===== src/rtl/fetch_sequencer.sv =====
`default_nettype none
// ============================================================================
// Module      : fetch_sequencer
// Description : Multi-cycle instruction fetch controller. Owns the PC, issues
//               one imem request at a time, hands the fetched word to decode
//               over a valid/ready handshake, then advances sequentially or
//               by a signed branch offset. Supports level halt and a sticky
//               memory-timeout fault.
//               Optional build macro PERF_CNT_EN adds saturating retired and
//               stall counters (o_retired_cnt, o_stall_cnt).
// Revision    : 1.0 - initial release
// ============================================================================
module fetch_sequencer #(
    parameter int          PC_W     = 8,
    parameter int          INSTR_W  = 16,
    parameter int          MAX_WAIT = 15,
    parameter int unsigned RESET_PC = 0
) (
    input  logic               clk,
    input  logic               rst,
    output logic               o_imem_req,
    output logic [PC_W-1:0]    o_imem_addr,
    input  logic               i_imem_ack,
    input  logic [INSTR_W-1:0] i_imem_data,
    output logic               o_instr_valid,
    output logic [INSTR_W-1:0] o_instr,
    output logic [PC_W-1:0]    o_instr_pc,
    input  logic               i_core_ready,
    input  logic               i_branch_taken,
    input  logic [PC_W-1:0]    i_branch_off,
    input  logic               i_halt,
    output logic               o_halted,
    output logic               o_fault
`ifdef PERF_CNT_EN
    ,
    output logic [15:0]        o_retired_cnt,
    output logic [15:0]        o_stall_cnt
`endif
);

    localparam int                c_CNT_W     = $clog2(MAX_WAIT + 1);
    localparam logic [c_CNT_W-1:0] c_LAST_WAIT = c_CNT_W'(MAX_WAIT - 1);
    localparam logic [PC_W-1:0]    c_RESET_PC  = PC_W'(RESET_PC);

    typedef enum logic [2:0] {
        S_IDLE   = 3'd0,
        S_FETCH  = 3'd1,
        S_VALID  = 3'd2,
        S_HALTED = 3'd3,
        S_FAULT  = 3'd4
    } state_t;

    state_t               r_state;
    state_t               w_state_nxt;
    logic [PC_W-1:0]      r_pc;
    logic [c_CNT_W-1:0]   r_wait_cnt;
    logic [INSTR_W-1:0]   r_instr;
    logic [PC_W-1:0]      r_instr_pc;
    logic                 w_handshake;
    logic [PC_W-1:0]      w_pc_step;
    logic [PC_W-1:0]      w_pc_next;

    // Next-state decode and Moore outputs; handshake only exists in VALID.
    always_comb begin
        w_state_nxt   = r_state;
        w_handshake   = 1'b0;
        o_imem_req    = 1'b0;
        o_instr_valid = 1'b0;
        o_halted      = 1'b0;
        o_fault       = 1'b0;
        case (r_state)
            S_IDLE: begin
                w_state_nxt = S_FETCH;
            end
            S_FETCH: begin
                o_imem_req = 1'b1;
                // An ack on the last allowed cycle wins over the timeout.
                if (i_imem_ack) begin
                    w_state_nxt = S_VALID;
                end else if (r_wait_cnt == c_LAST_WAIT) begin
                    w_state_nxt = S_FAULT;
                end
            end
            S_VALID: begin
                o_instr_valid = 1'b1;
                w_handshake   = i_core_ready;
                if (i_core_ready) begin
                    w_state_nxt = i_halt ? S_HALTED : S_FETCH;
                end
            end
            S_HALTED: begin
                o_halted = 1'b1;
                if (!i_halt) begin
                    w_state_nxt = S_FETCH;
                end
            end
            S_FAULT: begin
                o_fault = 1'b1;
            end
            default: begin
                w_state_nxt = S_IDLE;
            end
        endcase
    end

    // Next PC is relative to the delivered instruction; same-width add wraps
    // modulo 2^PC_W, which also makes the offset behave as sign-extended.
    assign w_pc_step = i_branch_taken ? i_branch_off : PC_W'(1);
    assign w_pc_next = r_instr_pc + w_pc_step;

    assign o_imem_addr = r_pc;
    assign o_instr     = r_instr;
    assign o_instr_pc  = r_instr_pc;

    // State register, PC, timeout counter and captured instruction.
    always_ff @(posedge clk) begin
        if (!rst) begin
            r_state    <= S_IDLE;
            r_pc       <= c_RESET_PC;
            r_wait_cnt <= '0;
            r_instr    <= '0;
            r_instr_pc <= '0;
        end else begin
            r_state <= w_state_nxt;
            if (r_state == S_FETCH) begin
                if (i_imem_ack) begin
                    r_instr    <= i_imem_data;
                    r_instr_pc <= r_pc;
                    r_wait_cnt <= '0;
                end else begin
                    r_wait_cnt <= r_wait_cnt + c_CNT_W'(1);
                end
            end
            if (w_handshake) begin
                r_pc <= w_pc_next;
            end
        end
    end

`ifdef PERF_CNT_EN
    logic [15:0] r_retired_cnt;
    logic [15:0] r_stall_cnt;
    logic        w_stall;

    assign w_stall = ((r_state == S_FETCH) && !i_imem_ack) ||
                     ((r_state == S_VALID) && !i_core_ready);

    // Saturating performance counters.
    always_ff @(posedge clk) begin
        if (!rst) begin
            r_retired_cnt <= '0;
            r_stall_cnt   <= '0;
        end else begin
            if (w_handshake && (r_retired_cnt != 16'hFFFF)) begin
                r_retired_cnt <= r_retired_cnt + 16'd1;
            end
            if (w_stall && (r_stall_cnt != 16'hFFFF)) begin
                r_stall_cnt <= r_stall_cnt + 16'd1;
            end
        end
    end

    assign o_retired_cnt = r_retired_cnt;
    assign o_stall_cnt   = r_stall_cnt;
`endif

endmodule
`default_nettype wire


===== config.mk =====
export PLATFORM = sky130hd
export DESIGN_NAME = fetch_sequencer
export DESIGN_NICKNAME = d
export VERILOG_FILES = /design/src/rtl/fetch_sequencer.sv
export SDC_FILE = /design/constraint.sdc
export NUM_CORES = 1
export LEC_CHECK = 0
export CORE_ASPECT_RATIO = 1.4
export CORE_MARGIN = 8
export CORE_UTILIZATION = 41
export CTS_CLUSTER_DIAMETER = 30
export DETAILED_ROUTE_END_ITERATION = 16
export GPL_TIMING_DRIVEN = 0
export PLACE_DENSITY = 0.86
export SLEW_MARGIN = 20
export SYNTH_ARGS = -nofsm -noshare
export SYNTH_HDL_FRONTEND = slang
export SYNTH_SLANG_ARGS = --single-unit

===== constraint.sdc =====
create_clock -name clk -period 5.1 [get_ports clk]
set_clock_uncertainty 0.05 [all_clocks]
set_input_delay 1.275 -clock clk [delete_from_list [all_inputs] [get_ports clk]]
set_output_delay 1.275 -clock clk [all_outputs]
set_load 0.005 [all_outputs]

==> impl_metrics.py <==
metrics = {
    "critical_path": {
        "rr_endpoint": "o_instr[5]$_SDFFE_PN0P_",
        "cp_num_buf_inv": 3,
        "cp_top_family": "buffers and inverters",
        "crit_slowest_cell": "clkdlybuf4s50_1",
        "worstPathArrival_ns": 1.87,
        "critPathKind": "reg2out",
        "start_kind": "flip-flop",
        "r2r_start": "r_state[0]$_SDFFE_PN0P_",
        "worst-r2r-cell-count": 7,
        "cpPeakStageDelay_ns": 0.50,
        "worst_ep_required_time_ns": 3.77,
        "critPathMaxFanout": 9,
        "r2r_setup_slack_ns": 3.27,
        "end_kind": "primary output",
        "crit_chain": "or3b_1 -> buf_2 -> inv_2 -> clkdlybuf4s50_1",
    },
    "sta": {
        "fin_crit_sh_pct": 62.6,
        "finalWorstSetupSlack_ns": 1.91,
        "finalHoldViolCount": 0,
        "slew_viol_final": 0,
        "setup_viol": 0,
        "slew_headroom_pct": 67.4,
        "rsz0062_at_grt": "false",
        "tightest_slew_ns": 0.488,
        "tns_ns": 0,
        "min_period_ns": 3.19,
        "fmax_ghz": 0.313,
    },
    "logic_synthesis": {
        "yosysUniqueCellTypes": 41,
        "syn_inst": 236,
        "yosys_most_used_dff": "dfxtp_1",
        "syn-num-nets": 276,
        "yosysWarnings": 0,
        "syn-cell-area_sq_mm": 0.00185,
        "synth_seq_cells": 39,
        "synthArstFlopShare_pct": 0,
        "syn_avg_cell_area_sq_um": 7.86,
        "yosysSeqAreaShare_pct": 42.1,
        "synth-edff-count": 0,
    },
    "cts": {
        "htreeDepth": 2,
        "cts_root_buffer": "clkbuf_8",
        "cts_sinks": 39,
        "ctsResizeCount": 0,
        "clkLatencyLatePin_ns": 0.29,
        "cts_setup_buffers": 0,
        "cts_tree": "yes",
        "cts_max_path_buffers": 2,
        "ctsHoldBuffers": 0,
        "cts_buffers": 5,
        "path_clk_slew_ns": 0.08,
    },
    "power_and_ir_drop": {
        "leakagePower_nw": 0.972,
        "finalPower_uw": 741,
        "powerDensity_mw_per_mm2": 275,
        "peakVddDrop_mv": 0.195,
    },
    "final_layout": {
        "diodes": 0,
        "drive_gt1_share_pct": 5.18,
        "nets": 348,
        "fin_cells": 371,
        "areaGrowthSynthToFinish_pct": 45.6,
        "fill_cells": 409,
    },
    "global_routing": {
        "antenna_found_initial": 0,
        "grt_pass1_vias": 1790,
        "grt_max_degree": 13,
        "grt.overflow.total": 0,
        "grt_pass1_wl_um": 8190,
        "grt_usage_pct": 14.8,
    },
    "routing": {
        "viasPerCell": 5.01,
        "drc": 0,
        "ant_nets": 0,
        "drtIter0Drc": 134,
        "dr.pass1.iters": 4,
        "wl_per_cell_um": 13.8,
        "routed_wirelength_um": 5110,
        "vias": 1859,
    },
    "placed_design": {
        "gp_congestion": 0.860,
        "place_ws_ns": 1.65,
        "dp_cells": 363,
        "port_buffers": 65,
        "dp_hpwl_um": 3930,
    },
    "floorplan": {
        "rows": 29,
        "io_pins": 66,
        "coreArea_sq_mm": 0.00443,
        "die_w_um": 72.8,
        "initial_core_util_pct": 41.9,
        "die_h_um": 95.6,
        "dieArea_sq_mm": 0.00696,
    },
    "worst_hold_path": {
        "hold_path.class": "reg2reg",
        "min_to": "o_instr[3]$_SDFFE_PN0P_",
        "min_from": "o_instr[3]$_SDFFE_PN0P_",
        "whs_path_depth": 2,
    },
    "status": {
        "status": "completed",
    },
    "run": {
        "drv_cap": 0,
    },
}
sequential cells by signal, indices dropped and copies added (netlist names):
register     flops
o_instr         16
o_imem_addr      8
o_instr_pc       8
r_wait_cnt       4
r_state          3
through the flow:
step	util [%]	hold WS (ns)	area (sq um)
2_1_floorplan	-	0.403	1850
6_report	61.0	0.405	2700
5_1_grt	61.0	0.426	2700
3_5_place_dp	58.3	0.395	2580
4_1_cts	61.0	0.407	2700
3_3_place_gp	58.3	0.391	2580
cell type report:
| class | count | area (sq um) | area share (%) |
|---|---|---|---|
| inverter | 11 | 41.3 | 1.53 |
| clock buffer | 6 | 82.6 | 3.06 |
| tap | 62 | 77.6 | 2.87 |
| clock inverter | 2 | 35.0 | 1.30 |
| buffer | 12 | 51.3 | 1.90 |
| multi-input combinational | 174 | 981 | 36.3 |
| timing repair buffer | 65 | 651 | 24.1 |
| sequential | 39 | 781 | 28.9 |
worst reg2reg max path: stages (launching register included):
cell and delay, ns:
dfxtp_1 0.47, or3b_1 0.37, buf_2 0.17, inv_2 0.07
nand2_1 0.16, buf_2 0.25, nand2_1 0.10, a21oi_1 0.06
cells in the final DEF (no fill, tap or decap), types with 2 or more instances in the layout:
cell type	synthesis	final
nand2_1	58	58
and2_1	8	8
a211oi_1	2	2
nand3_1	5	5
buf_2	5	5
nor2_1	12	12
clkbuf_8	0	6
nand4_1	2	2
nor3b_1	2	2
o21a_1	3	3
ha_1	9	9
inv_1	9	9
clkdlybuf4s50_1	0	65
a31oi_1	2	2
a21oi_1	38	38
nor2b_1	2	2
nor3_1	4	4
o21ai_0	6	6
clkbuf_1	7	7
dfxtp_1	39	39
synthesized netlist by cell type (all sizes together) (3+ instances only):
library cell	instances	share of area, %
a21oi	38	10
and2	8	2.7
buf	5	1.3
clkbuf	7	1.4
dfxtp	39	42
ha	9	6.1
inv	10	2.0
nand2	58	12
nand3	5	1.3
nor2	12	2.4
nor3	4	1.1
nor3b	3	1.5
o21a	3	1.2
o21ai	6	1.6
layer usage:
metal | wire length (um) | up-vias | share of wire [%] | global-route usage (%)
met3 | 331 | 5 | 6.5 | 4.11
met4 | 52 | 0 | 1.0 | 4.36
met2 | 2610 | 61 | 51 | 26.8
met5 | 0 | - | 0 | 0
met1 | 2120 | 844 | 41 | 16.3
li1 | - | 949 | - | -
worst max-delay path by stage:
stage,end,slack [ns],depth (start not counted),startpoint
3_5_place_dp,o_imem_addr[4]$_SDFFE_PN0P_,1.65,9,i_branch_taken
2_1_floorplan,o_imem_addr[6]$_SDFFE_PN0P_,2.48,6,i_branch_off[2]
4_1_cts,o_imem_req,1.91,4,r_state[0]$_SDFFE_PN0P_
3_3_place_gp,o_imem_addr[4]$_SDFFE_PN0P_,1.70,9,i_branch_taken
6_report,o_imem_req,1.91,4,r_state[0]$_SDFFE_PN0P_
5_1_grt,o_imem_req,1.81,4,r_state[0]$_SDFFE_PN0P_
where the power goes:
group	internal (mW)	switching, mW	leakage (nW)
Sequential	0.321	0.0133	0.316
Clock	0.158	0.109	0.0612
Combinational	0.0737	0.0664	0.595
Total	0.553	0.189	0.972
logic make-up after synthesis:
| family | synth area share, % |
|---|---|
| and+or+nand+nor | 25.2 |
| AOI/OAI and AO/OA | 20.1 |
| DFF | 42.1 |
| buffers and inverters | 4.99 |
| adders and majority gates | 7.15 |
| xor gates and xnor gates | 0.472 |
No activity file was read; power rests on OpenSTA's default activity.
